$ cat src/rtl/fifo_rd_framer_if.sv
// Read-side bundle between the async FIFO, the drain framer and its stream consumer.
// The slave side is the framer; the master side is whoever owns the FIFO and the sink.
interface fifo_rd_framer_if #(
    parameter int DSIZE = 8,
    parameter int CNT_W = 16
);
    logic [DSIZE-1:0] fifo_rd_data;
    logic             fifo_rd_empty;
    logic             fifo_rd_inc;
    logic             en;
    logic [DSIZE-1:0] m_data;
    logic             m_valid;
    logic             m_ready;
    logic             m_last;
    logic [CNT_W-1:0] pkt_count;
    logic             busy;

    modport slave (
        input  fifo_rd_data, fifo_rd_empty, en, m_ready,
        output fifo_rd_inc, m_data, m_valid, m_last, pkt_count, busy
    );

    modport master (
        output fifo_rd_data, fifo_rd_empty, en, m_ready,
        input  fifo_rd_inc, m_data, m_valid, m_last, pkt_count, busy
    );
endinterface

$ cat src/rtl/fifo_rd_framer.sv
// Drains the async FIFO onto a valid/ready stream, tags every PKT_LEN-th word as last,
// and only stops popping on packet boundaries so no truncated packet is ever emitted.
module fifo_rd_framer #(
    parameter int DSIZE   = 8,
    parameter int PKT_LEN = 4,
    parameter int RD_LAT  = 0,
    parameter int CNT_W   = 16
) (
    input logic             rd_clk,
    input logic             rd_rst,
    fifo_rd_framer_if.slave bus
);
    localparam int D  = 2 + RD_LAT;
    localparam int OW = $clog2(D + 1);
    localparam int IW = (PKT_LEN > 2) ? $clog2(PKT_LEN) : 1;
    localparam logic [IW-1:0] LAST_IDX = IW'(PKT_LEN - 1);

    typedef enum logic [1:0] {IDLE, RUN, FINISH} state_t;

    state_t           state_q, state_d;
    logic [DSIZE-1:0] buf_q [D];
    logic [DSIZE-1:0] buf_d [D];
    logic [OW-1:0]    occ_q, occ_d;
    logic             infl_q, infl_d;
    logic [IW-1:0]    out_idx_q, out_idx_d;
    logic [IW-1:0]    pop_idx_q, pop_idx_d;
    logic [CNT_W-1:0] pkt_q, pkt_d;

    logic          pop_ok, rd_inc, capture, xfer, valid, last;
    logic [OW:0]   fill;
    logic [OW-1:0] wr_pos;

    // Pop gating looks only at registered state and occupancy, never at m_ready.
    assign pop_ok  = (state_q == RUN) || (state_q == FINISH);
    assign fill    = {1'b0, occ_q} + (OW + 1)'(infl_q);
    assign rd_inc  = pop_ok && !bus.fifo_rd_empty && (fill < (OW + 1)'(D));
    assign capture = (RD_LAT == 0) ? rd_inc : infl_q;
    assign valid   = (occ_q != '0);
    assign last    = valid && (out_idx_q == LAST_IDX);
    assign xfer    = valid && bus.m_ready;
    assign wr_pos  = xfer ? occ_q - 1'b1 : occ_q;

    assign bus.fifo_rd_inc = rd_inc;
    assign bus.m_valid     = valid;
    assign bus.m_data      = buf_q[0];
    assign bus.m_last      = last;
    assign bus.pkt_count   = pkt_q;
    assign bus.busy        = valid || infl_q;

    // Head always lives in slot 0 so m_data is a plain register output.
    always_comb begin
        buf_d = buf_q;
        if (xfer) begin
            for (int i = 0; i < D - 1; i++) buf_d[i] = buf_q[i + 1];
        end
        if (capture) begin
            for (int i = 0; i < D; i++) begin
                if (wr_pos == OW'(i)) buf_d[i] = bus.fifo_rd_data;
            end
        end
        occ_d  = occ_q + OW'(capture) - OW'(xfer);
        infl_d = (RD_LAT != 0) && rd_inc;

        out_idx_d = out_idx_q;
        if (xfer) out_idx_d = (out_idx_q == LAST_IDX) ? '0 : out_idx_q + 1'b1;
        pop_idx_d = pop_idx_q;
        if (rd_inc) pop_idx_d = (pop_idx_q == LAST_IDX) ? '0 : pop_idx_q + 1'b1;
        pkt_d = pkt_q + CNT_W'(xfer && last);
    end

    always_comb begin
        state_d = state_q;
        case (state_q)
            IDLE: begin
                if (bus.en) state_d = RUN;
            end
            RUN: begin
                if (!bus.en) begin
                    if (pop_idx_q == '0 && !rd_inc) state_d = IDLE;
                    else                            state_d = FINISH;
                end
            end
            FINISH: begin
                // en is ignored here: the packet in progress must be completed.
                if (rd_inc && pop_idx_q == LAST_IDX) state_d = IDLE;
            end
            default: state_d = IDLE;
        endcase
    end

    always_ff @(posedge rd_clk or posedge rd_rst) begin
        if (rd_rst) begin
            state_q <= IDLE;
        end else begin
            state_q <= state_d;
        end
    end

    always_ff @(posedge rd_clk or posedge rd_rst) begin
        if (rd_rst) begin
            for (int i = 0; i < D; i++) buf_q[i] <= '0;
            occ_q     <= '0;
            infl_q    <= 1'b0;
            out_idx_q <= '0;
            pop_idx_q <= '0;
            pkt_q     <= '0;
        end else begin
            for (int i = 0; i < D; i++) buf_q[i] <= buf_d[i];
            occ_q     <= occ_d;
            infl_q    <= infl_d;
            out_idx_q <= out_idx_d;
            pop_idx_q <= pop_idx_d;
            pkt_q     <= pkt_d;
        end
    end
endmodule

$ cat src/flat_wrapper.sv
// flat-port wrapper written by rule: the top's interface ports become plain ports
module fifo_rd_framer_flat 
#(
    parameter int DSIZE   = 8,
    parameter int PKT_LEN = 4,
    parameter int RD_LAT  = 0,
    parameter int CNT_W   = 16
)
  (rd_clk, rd_rst, bus_fifo_rd_data, bus_fifo_rd_empty, bus_en, bus_m_ready, bus_fifo_rd_inc, bus_m_data, bus_m_valid, bus_m_last, bus_pkt_count, bus_busy);
  fifo_rd_framer_if #(.DSIZE(DSIZE), .CNT_W(CNT_W)) bus_i ();
  input logic rd_clk;
  input logic rd_rst;
  input wire logic [$bits(bus_i.fifo_rd_data)-1:0] bus_fifo_rd_data;
  input wire logic [$bits(bus_i.fifo_rd_empty)-1:0] bus_fifo_rd_empty;
  input wire logic [$bits(bus_i.en)-1:0] bus_en;
  input wire logic [$bits(bus_i.m_ready)-1:0] bus_m_ready;
  output wire logic [$bits(bus_i.fifo_rd_inc)-1:0] bus_fifo_rd_inc;
  output wire logic [$bits(bus_i.m_data)-1:0] bus_m_data;
  output wire logic [$bits(bus_i.m_valid)-1:0] bus_m_valid;
  output wire logic [$bits(bus_i.m_last)-1:0] bus_m_last;
  output wire logic [$bits(bus_i.pkt_count)-1:0] bus_pkt_count;
  output wire logic [$bits(bus_i.busy)-1:0] bus_busy;
  assign bus_i.fifo_rd_data = bus_fifo_rd_data;
  assign bus_i.fifo_rd_empty = bus_fifo_rd_empty;
  assign bus_i.en = bus_en;
  assign bus_i.m_ready = bus_m_ready;
  assign bus_fifo_rd_inc = bus_i.fifo_rd_inc;
  assign bus_m_data = bus_i.m_data;
  assign bus_m_valid = bus_i.m_valid;
  assign bus_m_last = bus_i.m_last;
  assign bus_pkt_count = bus_i.pkt_count;
  assign bus_busy = bus_i.busy;
  fifo_rd_framer #(.DSIZE(DSIZE), .PKT_LEN(PKT_LEN), .RD_LAT(RD_LAT), .CNT_W(CNT_W)) u_core (.rd_clk(rd_clk), .rd_rst(rd_rst), .bus(bus_i));
endmodule
$ cat config.mk
export PLATFORM = sky130hd
export DESIGN_NAME = fifo_rd_framer_flat
export DESIGN_NICKNAME = d
export VERILOG_FILES = /design/src/rtl/fifo_rd_framer_if.sv /design/src/rtl/fifo_rd_framer.sv /design/src/flat_wrapper.sv
export SDC_FILE = /design/constraint.sdc
export NUM_CORES = 1
export LEC_CHECK = 0
export CAP_MARGIN = 0
export CORE_MARGIN = 4
export CORE_UTILIZATION = 35
export CTS_CLUSTER_DIAMETER = 30
export DETAILED_ROUTE_END_ITERATION = 12
export MAX_ROUTING_LAYER = met4
export PLACE_DENSITY_LB_ADDON = 0.2
export SLEW_MARGIN = 20
export SYNTH_ARGS = -nofsm -noshare
export SYNTH_HDL_FRONTEND = slang
export SYNTH_SLANG_ARGS = --single-unit
$ cat constraint.sdc
create_clock -name rd_clk -period 4.35 [get_ports rd_clk]
set_clock_uncertainty 0.05 [all_clocks]
set_input_delay 0.435 -clock rd_clk [delete_from_list [all_inputs] [get_ports rd_clk]]
set_output_delay 0.435 -clock rd_clk [all_outputs]
set_load 0.01 [all_outputs]
Word level (Yosys, flattened, before mapping):

Cells that the tools add are included.
Widths: inputs -> output; s select.

* flip-flop bits (word level): 40
* input bits: 13
* output and inout bits: 28
* word-level logic and storage cells: 50

* $add $sub $neg: 6
* $lt $le $gt $ge: 1
* eq/ne operators: 8
* muxes and demuxes: 12
* reductions and logical operators: 16

Operator list (count)
* $mux 8: 3
* $add 16x1->16: 1
* $mux 16: 1
* $mux 2: 7
* $logic_and 1x1->1: 7
* $eq 2x2->1 const B: 3
* $logic_not 2->1: 3
* $ne 2x2->1 const B: 3
* $pmux 2 s3: 1
* $add 2x1->2 const B: 2
* $eq 2x1->1 const B: 2
* $reduce_and 3->1: 1
* $add 2x1->2: 1
* $logic_not 1->1: 2
* $lt 2x2->1 const B: 1
* $reduce_and 2->1: 1
* $reduce_bool 2->1: 1
* $sub 2x1->2: 1
* $sub 2x1->2 const B: 1
* $logic_or 1x1->1: 1

Longest topological paths before layout:

Gate-level depths: netlist (run 1).

* depth after elaboration: 9
* gate-level depth with buffers: 10
* mapped depth without buffers: 10

Worst setup path after synthesis (run 1):

No wires, ideal clock.

* kind: reg2reg
* start: reg u_core.occ_q[0]
* end: reg u_core.pkt_q[14], in the netlist u_core.bus.pkt_count[14]
* library setup time: 0.079 ns
* arrival time: 2.234 ns
* required time: 4.221 ns
* slack: 1.987 ns
* stages on the path, launching flop included: 11
* buffers on the path: 0
* cells stage by stage: dfrtp_1 -> inv_1 -> ha_1 -> nor2b_1 -> and2_1 -> ha_1 -> ha_1 -> and4_1 -> nand4_1 -> nor3_1 -> xor2_1

* word-level cells in the longest chain between the ends: 4

RTL lines
* from (decl): RTL line fifo_rd_framer.sv:23 `logic [OW-1:0] occ_q, occ_d;`
* from (signal assigned): RTL line fifo_rd_framer.sv:102 `occ_q <= '0;`
* from (signal assigned): RTL line fifo_rd_framer.sv:109 `occ_q <= occ_d;`
* $reduce_bool 2->1: RTL line fifo_rd_framer.sv:38 `assign valid = (occ_q != '0);`
* $logic_and 1x1->1: RTL line fifo_rd_framer.sv:39 `assign last = valid && (out_idx_q == LAST_IDX);`
* named net bus_m_last: RTL line flat_wrapper.sv:20 `output wire logic [$bits(bus_i.m_last)-1:0] bus_m_last;`
* $logic_and 1x1->1: RTL line fifo_rd_framer.sv:68 `pkt_d = pkt_q + CNT_W'(xfer && last);`
* $add 16x1->16: RTL line fifo_rd_framer.sv:68
* named net u_core.pkt_d[14]: RTL line fifo_rd_framer.sv:27 `logic [CNT_W-1:0] pkt_q, pkt_d;`
* to (signal assigned): RTL line fifo_rd_framer.sv:113 `pkt_q <= pkt_d;`
* to (decl): RTL line fifo_rd_framer.sv:27

The timed path passes the listed nets, and every way through them passes these cells.
A chain may end at the register's enable or synchronous reset.

Worst setup path in the final report (run 1):

* start: reg u_core.occ_q[0]
* end: reg u_core.buf_q[2] (netlist bit)

* word-level cells in the longest chain between the ends: 5

RTL lines
* branches (longest 4 deep; another with $sub 2x1->2)
* $reduce_and 2->1 (no line) *
* to (decl): RTL line fifo_rd_framer.sv:21 `logic [DSIZE-1:0] buf_q [D];`

Every way passes the cells marked *.

==> results of run 1 <==
==> worst register-to-register path: cells and delay by family, from the launching register on <==
family                     cells  cell delay (ps)
buffers and inverters          4              850
DFF                            1              590
muxes                          1              380
AOI/OAI and AO/OA              1              320
adders and majority gates      1              280
and+or+nand+nor                2              240
==> cell type report <==
class | instances | area, um^2 | area share (%)
flip-flops and latches | 40 | 1000 | 38.1
multi-input cells | 142 | 983 | 37.4
repair buffers | 43 | 423 | 16.1
well taps | 75 | 93.8 | 3.57
clock buffers | 5 | 68.8 | 2.62
inverters | 12 | 47.5 | 1.81
clock inverters | 2 | 12.5 | 0.476
==> per-stage QoR <==
| stage | worst slack (ps) | cell area (um^2) |
|---|---|---|
| after floorplan | 1990 | 2120 |
| after global placement | 1640 | 2550 |
| after detailed placement | 1540 | 2550 |
| after CTS | 1500 | 2630 |
| after global routing | 1260 | 2630 |
| final | 1520 | 2630 |
==> routing by layer <==
metal	vias to the layer above	track usage [%]
li1	770	-
met1	720	16.3
met2	39	18.3
met3	5	3.46
met4	0	3.45
met5	-	-
==> cells in the mapped netlist, types with 4 or more instances <==
cell,n
mux2_2,9
dfrtp_1,40
xor2_1,5
ha_1,11
nor2_1,17
nor3_1,18
and3_1,6
nand2_1,16
buf_4,9
inv_1,10
mux2i_1,4
nand3_1,4
o21ai_0,20
nand4_1,5
xnor2_1,11
==> kinds of logic (layout without fill, tap and decap cells) <==
family	Yosys count	count (layout)	synth area share, %
AND/OR/NAND/NOR	76	76	17.8
flip-flops	40	40	47.2
multiplexers	14	14	7.20
adder cells (fa/ha/maj)	11	11	6.49
XOR/XNOR	16	16	6.61
AO/OA/AOI/OAI	25	25	8.26
buffers and inverters	26	62	6.43
==> worst max-delay path by stage <==
stage          slack (ps)                  endpoint
2_1_floorplan        1990  u_core.bus.pkt_count[14]
3_3_place_gp         1640           u_core.buf_q[6]
3_5_place_dp         1540           u_core.buf_q[2]
4_1_cts              1500           u_core.buf_q[2]
5_1_grt              1260  u_core.bus.pkt_count[14]
6_report             1520           u_core.buf_q[2]
==> registers in the layout (all words and copies together) (netlist names) <==
signal / count
u_core.pop_idx_q: 2
u_core.state_q: 2
u_core.bus.m_data: 8
u_core.occ_q: 2
u_core.bus.pkt_count: 16
u_core.buf_q: 8
u_core.out_idx_q: 2
==> layout by cell type (no fill, tap or decap), drive strengths merged, types with 4 or more instances in the layout <==
cell type and instances:
clkdlybuf4s50 40, dfrtp 40, o21ai 21, nor3 18, nor2 17, nand2 17
xnor2 11, ha 11, inv 11, mux2 10, and3 6, nand4 5
xor2 5, clkbuf 5, nand3 4, mux2i 4
==> power by group through the flow <==
stage	Clock, mW	Combinational (mW)	Sequential (mW)
detailed placement	0	0.703	0.600
floorplan	0	0.519	0.576
global placement	0	0.690	0.602
finish	0.237	0.694	0.593
global route	0.266	0.770	0.616
CTS	0.246	0.707	0.595
==> impl_metrics.json, run 1 <==
{
  "die_width_um": 85.8,
  "tritoncts_num_sinks": 40,
  "internal-power_mw": 0.961,
  "timing.critical_path.mode_cell": "buf_4",
  "synth_area_leaders": "dfrtp_1 (47%), ha_1 (6.5%), mux2_2 (4.8%)",
  "post_cts_buffers": 0,
  "die_height_um": 85.8,
  "max_cap_viol_count": 0,
  "core_area_um2": 5890,
  "fin_cells": 319,
  "antenna-diode-count": 0,
  "avgViaCountPerCell": 4.81,
  "routed-wl-met2_mm": 1.80,
  "clk_pin_slew_worst_paths_ps": 80,
  "reg2reg_slack_ps": 1520,
  "met3_length_um": 239,
  "synth_top_cell_area_share_pct": 47.2,
  "layout-drive-gt1-share_pct": 10.2,
  "critical_path.startpoint_type": "register",
  "hold_path_startpoint": "u_core.bus.pkt_count[15]",
  "crit_buf_inv": 4,
  "dr.first_iter.drc_count": 72,
  "final_core_util_pct": 44.7,
  "p_sw_share_pct": 36.9,
  "max-vdd-ir-drop_uv": 324,
  "netlist_instances": 208,
  "synth_async_sr_flop_share_pct": 100,
  "worstPathCellList": "inv_1 > ha_1 > nand2b_1 > buf_4 > clkinv_1 > buf_4 > nand2_1 > a21oi_4 > mux2_2",
  "cts-hold-fix-buffers": 0,
  "synthFlopType": "dfrtp_1",
  "cellLeakagePower_nw": 1.16,
  "setup.worst_path.start": "u_core.occ_q[0]",
  "capture_point_of_the_worst_reg_to_reg_path": "u_core.buf_q[2]",
  "port_buffers": 40,
  "design.final.nets": 268,
  "cts_made_buffers": 5,
  "die_area_um2": 7370,
  "post-place-cells": 312,
  "synth.yosys.seq_area_share_pct": 47.2,
  "initial_core_util_pct": 36.0,
  "fin_hold_ws_ps": 426,
  "clock_tree_from_tritoncts": "yes",
  "io-pin-count": 41,
  "drc_viols": 0,
  "drt_pre_antenna_iters": 6,
  "ys_ff_latch": 40,
  "power.share.combinational_pct": 45.6,
  "wl_met1_mm": 2.05,
  "area_delta_synth_final_pct": 24.0,
  "report.final.slew_viol_count": 0,
  "route.vias.total": 1534,
  "ys_types": 34,
  "gr-usage-all-layers_pct": 12.2,
  "cts-htree-levels": 2,
  "clock_power_share_pct": 15.6,
  "max_frequency_mhz": 353,
  "tightest_slew_ps": 502,
  "min_period_over_period_pct": 65.0,
  "fill_cells": 568,
  "detailedPlacementHpwl_mm": 3.02,
  "final_antenna_net_count": 0,
  "final_hold_viol_count": 0,
  "critPathRequiredTime_ps": 4470,
  "power.sequential.fraction_pct": 38.9,
  "slew_headroom_pct": 66.5,
  "synth_fp_nets": 232,
  "setup-violations-final": 0,
  "post-layout-total-power_mw": 1.52,
  "source_to_sink_clock_delay_at_the_later_pin_of_the_worst_skew_pair_ps": 290,
  "synth_edf_count": 0,
  "netSwitchingPower_mw": 0.563,
  "r2r_cells": 9,
  "cts-root-to-sink-buffers": 2,
  "grt.overflow.total": 0,
  "grt_first_pass_wirelength_mm": 6.90,
  "postSynthAreaPerCell_um2": 10.2,
  "top_layer_in_use": "met4",
  "critical_path_class": "reg -> reg",
  "critical_path.max_fanout": 20,
  "hold_crit_class": "reg -> reg",
  "cpMaxStageDelayCell": "dfrtp_1",
  "delay_of_the_slowest_critical_path_stage_ps": 590,
  "rsz0062_at_grt": "false",
  "post-route-min-period_ps": 2830,
  "hold_path_depth": 1,
  "worst-endpoint-arrival_ps": 2950,
  "cp_num_cells": 9,
  "root_buffer": "clkbuf_8",
  "maximum_number_of_pins_on_one_net_before_global_route_repair": 41,
  "synth-warning-count": 0,
  "core.rowCount": 28,
  "status": "completed",
  "total_power_per_unit_cell_area_nw_per_um2": 580,
  "initial_antenna_violation_count": 0,
  "synthesis.area_um2": 2120,
  "r2r-start": "u_core.occ_q[0]",
  "cp_top_family": "buffers and inverters",
  "cts_resized": 0,
  "grt_pass1_vias": 1463,
  "critical_path.endpoint_type": "register",
  "largest_area_contributor_in_the_netlist": "dfrtp_1",
  "gp_congestion": 0.750,
  "finalSetupTns_ps": 0,
  "min_to": "u_core.bus.pkt_count[15]",
  "wire_per_inst_um": 13.0,
  "wirelength_mm": 4.13
}
Note: power is estimated with default switching activity, not from simulation.
==> run 2: changes to the inputs <==
==> constraint.sdc (replaced) <==
create_clock -name rd_clk -period 2.5 [get_ports rd_clk]
set_clock_uncertainty 0.05 [all_clocks]
set_input_delay 0.25 -clock rd_clk [delete_from_list [all_inputs] [get_ports rd_clk]]
set_output_delay 0.25 -clock rd_clk [all_outputs]
set_load 0.01 [all_outputs]
==> run 2 against run 1 <==
  * Sequential power is 70% higher
  * Combinational power is 86% higher
  * Flip-flop and latch count stayed put
  * Register-to-register slack worse by 1300 ps
  * Power is 80% higher
  * Count of clock-buffer cells in the layout is 3 higher
  * Non-clock buffer count is 5 higher
  * Critical path type unchanged
==> impl_metrics.json, run 2 (same netlist as run 1, synthesis figures left out) <==
{
  "largest_reg_flops": 16,
  "maximum_number_of_pins_on_one_net_before_global_route_repair": 41,
  "root_buffer": "clkbuf_8",
  "critical_path.endpoint_type": "register",
  "post-route-min-period_ps": 2270,
  "post_route_standard_cell_area_excluding_fillers_um2": 2680,
  "layout-drive-gt1-share_pct": 12.0,
  "min_period_over_period_pct": 90.8,
  "cts-root-to-sink-buffers": 2,
  "final_antenna_net_count": 0,
  "critPathRequiredTime_ps": 2670,
  "reg2reg_slack_ps": 230,
  "drc_viols": 0,
  "core.rowCount": 28,
  "rsz0062_at_grt": "false",
  "gr-usage-all-layers_pct": 13.4,
  "cts-hold-fix-buffers": 0,
  "status": "completed",
  "dpl_cell_area_um2": 2580,
  "post-layout-total-power_mw": 2.75,
  "p_sw_share_pct": 36.4,
  "wirelength_mm": 4.46,
  "grt_pass1_vias": 1554,
  "initial_core_util_pct": 36.0,
  "total_power_per_unit_cell_area_nw_per_um2": 1020,
  "r2r_cells": 10,
  "max_frequency_mhz": 441,
  "initial_antenna_violation_count": 0,
  "r2r-start": "u_core.occ_q[1]",
  "drt_pre_antenna_iters": 4,
  "fin_cells": 325,
  "critical_path.max_fanout": 4,
  "die_height_um": 85.8,
  "slew_headroom_pct": 65.4,
  "globalRouteMet3Util_pct": 3.84,
  "route.vias.total": 1595,
  "layout.cells.most_common": "dfrtp_1",
  "setup.worst_path.start": "u_core.occ_q[1]",
  "critical_path.startpoint_type": "register",
  "port_buffers": 40,
  "report.final.slew_viol_count": 0,
  "post-place-cells": 316,
  "setup-violations-final": 0,
  "tritoncts_num_sinks": 40,
  "max-vdd-ir-drop_uv": 528,
  "netSwitchingPower_mw": 0.999,
  "wire_per_inst_um": 13.7,
  "die_width_um": 85.8,
  "die_area_um2": 7370,
  "grt.overflow.total": 0,
  "clock_tree_from_tritoncts": "yes",
  "source_to_sink_clock_delay_at_the_later_pin_of_the_worst_skew_pair_ps": 290,
  "cts-htree-levels": 2,
  "internal-power_mw": 1.75,
  "capture_point_of_the_worst_reg_to_reg_path": "u_core.bus.pkt_count[14]",
  "final_hold_viol_count": 0,
  "grt_use_met2_pct": 20.7,
  "avgViaCountPerCell": 4.91,
  "hold_crit_class": "in -> async",
  "critical_path_class": "reg -> reg",
  "area_delta_synth_final_pct": 26.5,
  "grt_use_met1_pct": 16.6,
  "grt_first_pass_wirelength_mm": 7.39,
  "clock_power_share_pct": 16.4,
  "design.final.nets": 273,
  "max_cap_viol_count": 0,
  "power.share.combinational_pct": 46.9,
  "gp_congestion": 0.703,
  "tightest_slew_ps": 520,
  "detailedPlacementHpwl_mm": 3.19,
  "io-pin-count": 41,
  "clk_pin_slew_worst_paths_ps": 70,
  "antenna-diode-count": 0,
  "cts_made_buffers": 5,
  "layout_common_cells": "dfrtp_1 (40), clkdlybuf4s50_1 (39), o21ai_0 (20)",
  "power.sequential.fraction_pct": 36.7,
  "grt_busiest_layer": "met2",
  "crit_path_end": "u_core.bus.pkt_count[14]",
  "finalSetupTns_ps": 0,
  "core_area_um2": 5890,
  "dr.first_iter.drc_count": 44,
  "worst-endpoint-arrival_ps": 2440,
  "cellLeakagePower_nw": 1.20
}
## run 2: worst min path at each step
| stage | end | cells after the start | startpoint |
|---|---|---|---|
| global placement | u_core.bus.pkt_count[15] | 1 | u_core.bus.pkt_count[15] |
| detailed placement | u_core.bus.pkt_count[15] | 1 | u_core.bus.pkt_count[15] |
| CTS | u_core.pop_idx_q[1] | 3 | rd_rst |
| floorplan | u_core.buf_q[0] | 1 | bus_fifo_rd_data[0] |
| finish | u_core.state_q[1] | 3 | rd_rst |
| global route | u_core.bus.pkt_count[15] | 3 | rd_rst |
## run 2: metal layers
layer / wire length (um) / vias up
li1: - / 788
met1: 2050 / 765
met2: 2100 / 37
met3: 256 / 5
met4: 53 / 0
met5: 0 / -
## run 2: what timing repair did
| action | in CTS | in global routing |
|---|---|---|
| buffers inserted | 1 | 0 |
| pin swaps | 0 | 1 |
| setup endpoints to repair | 1 | 2 |
| resized for setup | 0 | 2 |
## run 2: cell type report
type	instances	area, um^2
timing repair buffer	48	463
inverter	12	47.5
sequential	40	1000
tap	75	93.8
fill	574	3200
multi-input combinational	142	988
clock buffer	8	90.1
## run 2: per-stage QoR
stage	worst slack (ps)	hold slack, ps	util [%]
3_5_place_dp	173	415	43.8
3_3_place_gp	187	414	43.8
4_1_cts	51.0	354	45.5
6_report	230	328	45.6
2_1_floorplan	137	352	-
5_1_grt	20.9	414	45.6
## run 2: power groups by stage
stage                     Combinational [mW]  Clock, mW  Sequential (mW)
final                                   1.29      0.451             1.01
after global routing                    1.45      0.500             1.04
after CTS                               1.31      0.464             1.01
after detailed placement                1.29          0             1.02
after global placement                  1.28          0             1.01
after floorplan                        0.903          0             1.00
## run 2: worst max-delay path, stage by stage (launching register included)
cell and delay (ps):
dfrtp_1 400, inv_1 60, ha_1 190, nor2b_1 140, and2_1 140, ha_1 200
ha_1 220, and4_1 230, nand4_1 180, nor3_2 240, xor2_1 150
==> run 3: changes to the inputs <==
--- a/config.mk
+++ b/config.mk
@@ -12,7 +12,8 @@
 export DETAILED_ROUTE_END_ITERATION = 12
 export MAX_ROUTING_LAYER = met4
 export PLACE_DENSITY_LB_ADDON = 0.2
-export SLEW_MARGIN = 20
+export SKIP_CTS_REPAIR_TIMING = 1
+export SLEW_MARGIN = 10
 export SYNTH_ARGS = -nofsm -noshare
 export SYNTH_HDL_FRONTEND = slang
 export SYNTH_SLANG_ARGS = --single-unit
==> constraint.sdc (replaced) <==
create_clock -name rd_clk -period 2 [get_ports rd_clk]
set_clock_uncertainty 0.05 [all_clocks]
set_input_delay 0.2 -clock rd_clk [delete_from_list [all_inputs] [get_ports rd_clk]]
set_output_delay 0.2 -clock rd_clk [all_outputs]
set_load 0.01 [all_outputs]
==> run 3 against run 2 <==
  * The run now ends with negative setup slack left
  * Critical path depth is the same
  * Routed wire length increased by 7.1%
  * Die area unchanged
  * Sequential share of layout area decreased by 4.4 points
  * Non-clock buffer count grew 27
  * Sequential power is 26% higher
  * Clock power rose by 5.1%
  * Register-to-register slack got worse by 280 ps
  * Highest routed layer unchanged
==> impl_metrics.json, run 3 (same netlist as run 1, synthesis figures left out) <==
{
  "drt_pre_antenna_iters": 4,
  "wire_per_inst_um": 13.7,
  "critical_path.endpoint_type": "register",
  "root_buffer": "clkbuf_8",
  "core_area_um2": 5890,
  "critical_path_class": "reg -> reg",
  "final_core_util_pct": 51.7,
  "grt.overflow.total": 0,
  "antenna-diode-count": 0,
  "post-route-min-period_ps": 2050,
  "finalSetupTns_ps": -342,
  "initial_core_util_pct": 36.0,
  "clk_pin_slew_worst_paths_ps": 70,
  "failed_checks": "negative setup slack",
  "port_buffers": 40,
  "wirelength_mm": 4.78,
  "grt_busiest_layer": "met2",
  "gp_congestion": 0.733,
  "clock_tree_from_tritoncts": "yes",
  "cts-root-to-sink-buffers": 2,
  "final_hold_viol_count": 0,
  "design.final.nets": 300,
  "cts_made_buffers": 5,
  "slew_headroom_pct": 66.1,
  "maximum_number_of_pins_on_one_net_before_global_route_repair": 41,
  "grt_use_met2_pct": 21.1,
  "critPathRequiredTime_ps": 2160,
  "max-vdd-ir-drop_uv": 506,
  "regArea_um2": 1000,
  "cpMaxStageDelayCell": "dfrtp_1",
  "fill_cells": 511,
  "worstPathCellList": "inv_2 > ha_4 > nor2b_4 > and2_4 > ha_4 > ha_4 > and4_4 > nand4_1 > nor3_2 > xor2_1",
  "delay_of_the_slowest_critical_path_stage_ps": 360,
  "worst-endpoint-arrival_ps": 2210,
  "route.vias.total": 1669,
  "core.rowCount": 28,
  "reg2reg_slack_ps": -50,
  "initial_antenna_violation_count": 0,
  "cellLeakagePower_nw": 1.37,
  "max_cap_viol_count": 0,
  "tightest_slew_ps": 508,
  "hold_crit_class": "in -> async",
  "total_power_per_unit_cell_area_nw_per_um2": 1310,
  "final_antenna_net_count": 0,
  "layout_common_cells": "dfrtp_1 (40), clkdlybuf4s50_1 (38), buf_4 (31)",
  "critical_path.startpoint_type": "register",
  "min_period_over_period_pct": 103,
  "source_to_sink_clock_delay_at_the_later_pin_of_the_worst_skew_pair_ps": 280,
  "largest_reg_flops": 16,
  "gr-usage-all-layers_pct": 13.3,
  "multi_input_area_um2": 1150,
  "report.final.slew_viol_count": 0,
  "grt_use_met1_pct": 17.3,
  "dp_worst_setup_slack_ps": -89.7,
  "globalRouteMet3Util_pct": 2.98,
  "layout-drive-gt1-share_pct": 29.2,
  "timing.final.ws_setup_ps": -50.0,
  "grt_first_pass_wirelength_mm": 7.51,
  "layout.cells.most_common": "dfrtp_1",
  "io-pin-count": 41,
  "die_width_um": 85.8,
  "die_area_um2": 7370,
  "avgViaCountPerCell": 4.78,
  "cts-htree-levels": 2,
  "max_frequency_mhz": 488,
  "detailedPlacementHpwl_mm": 3.37,
  "die_height_um": 85.8,
  "grt_pass1_vias": 1567,
  "status": "complete, but fails checks",
  "area_delta_synth_final_pct": 43.4,
  "critical_path.max_fanout": 4,
  "drc_viols": 0,
  "dr.first_iter.drc_count": 38,
  "setup-violations-final": 10,
  "tritoncts_num_sinks": 40,
  "rsz0062_at_grt": "true",
  "timing.critical_path.mode_cell": "ha_4"
}
[run 3: worst paths after layout]
kind,startpoint,end,cells after the start
worst max-delay path,u_core.occ_q[0],u_core.bus.pkt_count[14],10
worst min-delay path,rd_rst,u_core.bus.pkt_count[7],3
worst max register to register,u_core.occ_q[0],u_core.bus.pkt_count[14],10
worst min register to register,u_core.bus.pkt_count[15],u_core.bus.pkt_count[15],1
max in group asynchronous,rd_rst,u_core.occ_q[1],3
min in group rd_clk,u_core.bus.pkt_count[15],u_core.bus.pkt_count[15],1
[run 3: where the power goes]
part	leakage (nW)	total (mW)	internal (mW)	switching (mW)
registers	0.513	1.27	1.09	0.181
logic	0.817	2.23	1.25	0.975
clock network	0.0359	0.474	0.225	0.250
[run 3: routing by layer]
metal | vias to the layer above | routed length, um
met5 | - | 0
met4 | 0 | 35
met3 | 4 | 150
met2 | 27 | 2280
met1 | 809 | 2320
li1 | 829 | -
[run 3: worst max-delay path, delay by kind of cell, from the launching register on]
family                     cells  cell delay, ps
xor gates and xnor gates       1             150
adders and majority gates      3             420
buffers and inverters          1              60
DFF                            1             360
and+or+nand+nor                5             940
[run 3: final cells by class]
cell class	count	area share [%]
multi-input cells	142	37.9
repair buffers	75	22.2
clock buffers	5	2.26
inverters	12	1.65
flip-flops and latches	40	32.9
well taps	75	3.09
[run 3: stage by stage]
| stage | cell area, um^2 | hold slack [ps] | power, mW | std cells |
|---|---|---|---|---|
| 2_1_floorplan | 2220 | 302 | 2.54 | 208 |
| 3_3_place_gp | 2780 | 410 | 3.18 | 332 |
| 3_5_place_dp | 2780 | 417 | 3.21 | 332 |
| 4_1_cts | 2850 | 301 | 3.70 | 337 |
| 5_1_grt | 3040 | 334 | 4.29 | 349 |
| 6_report | 3040 | 284 | 3.97 | 349 |
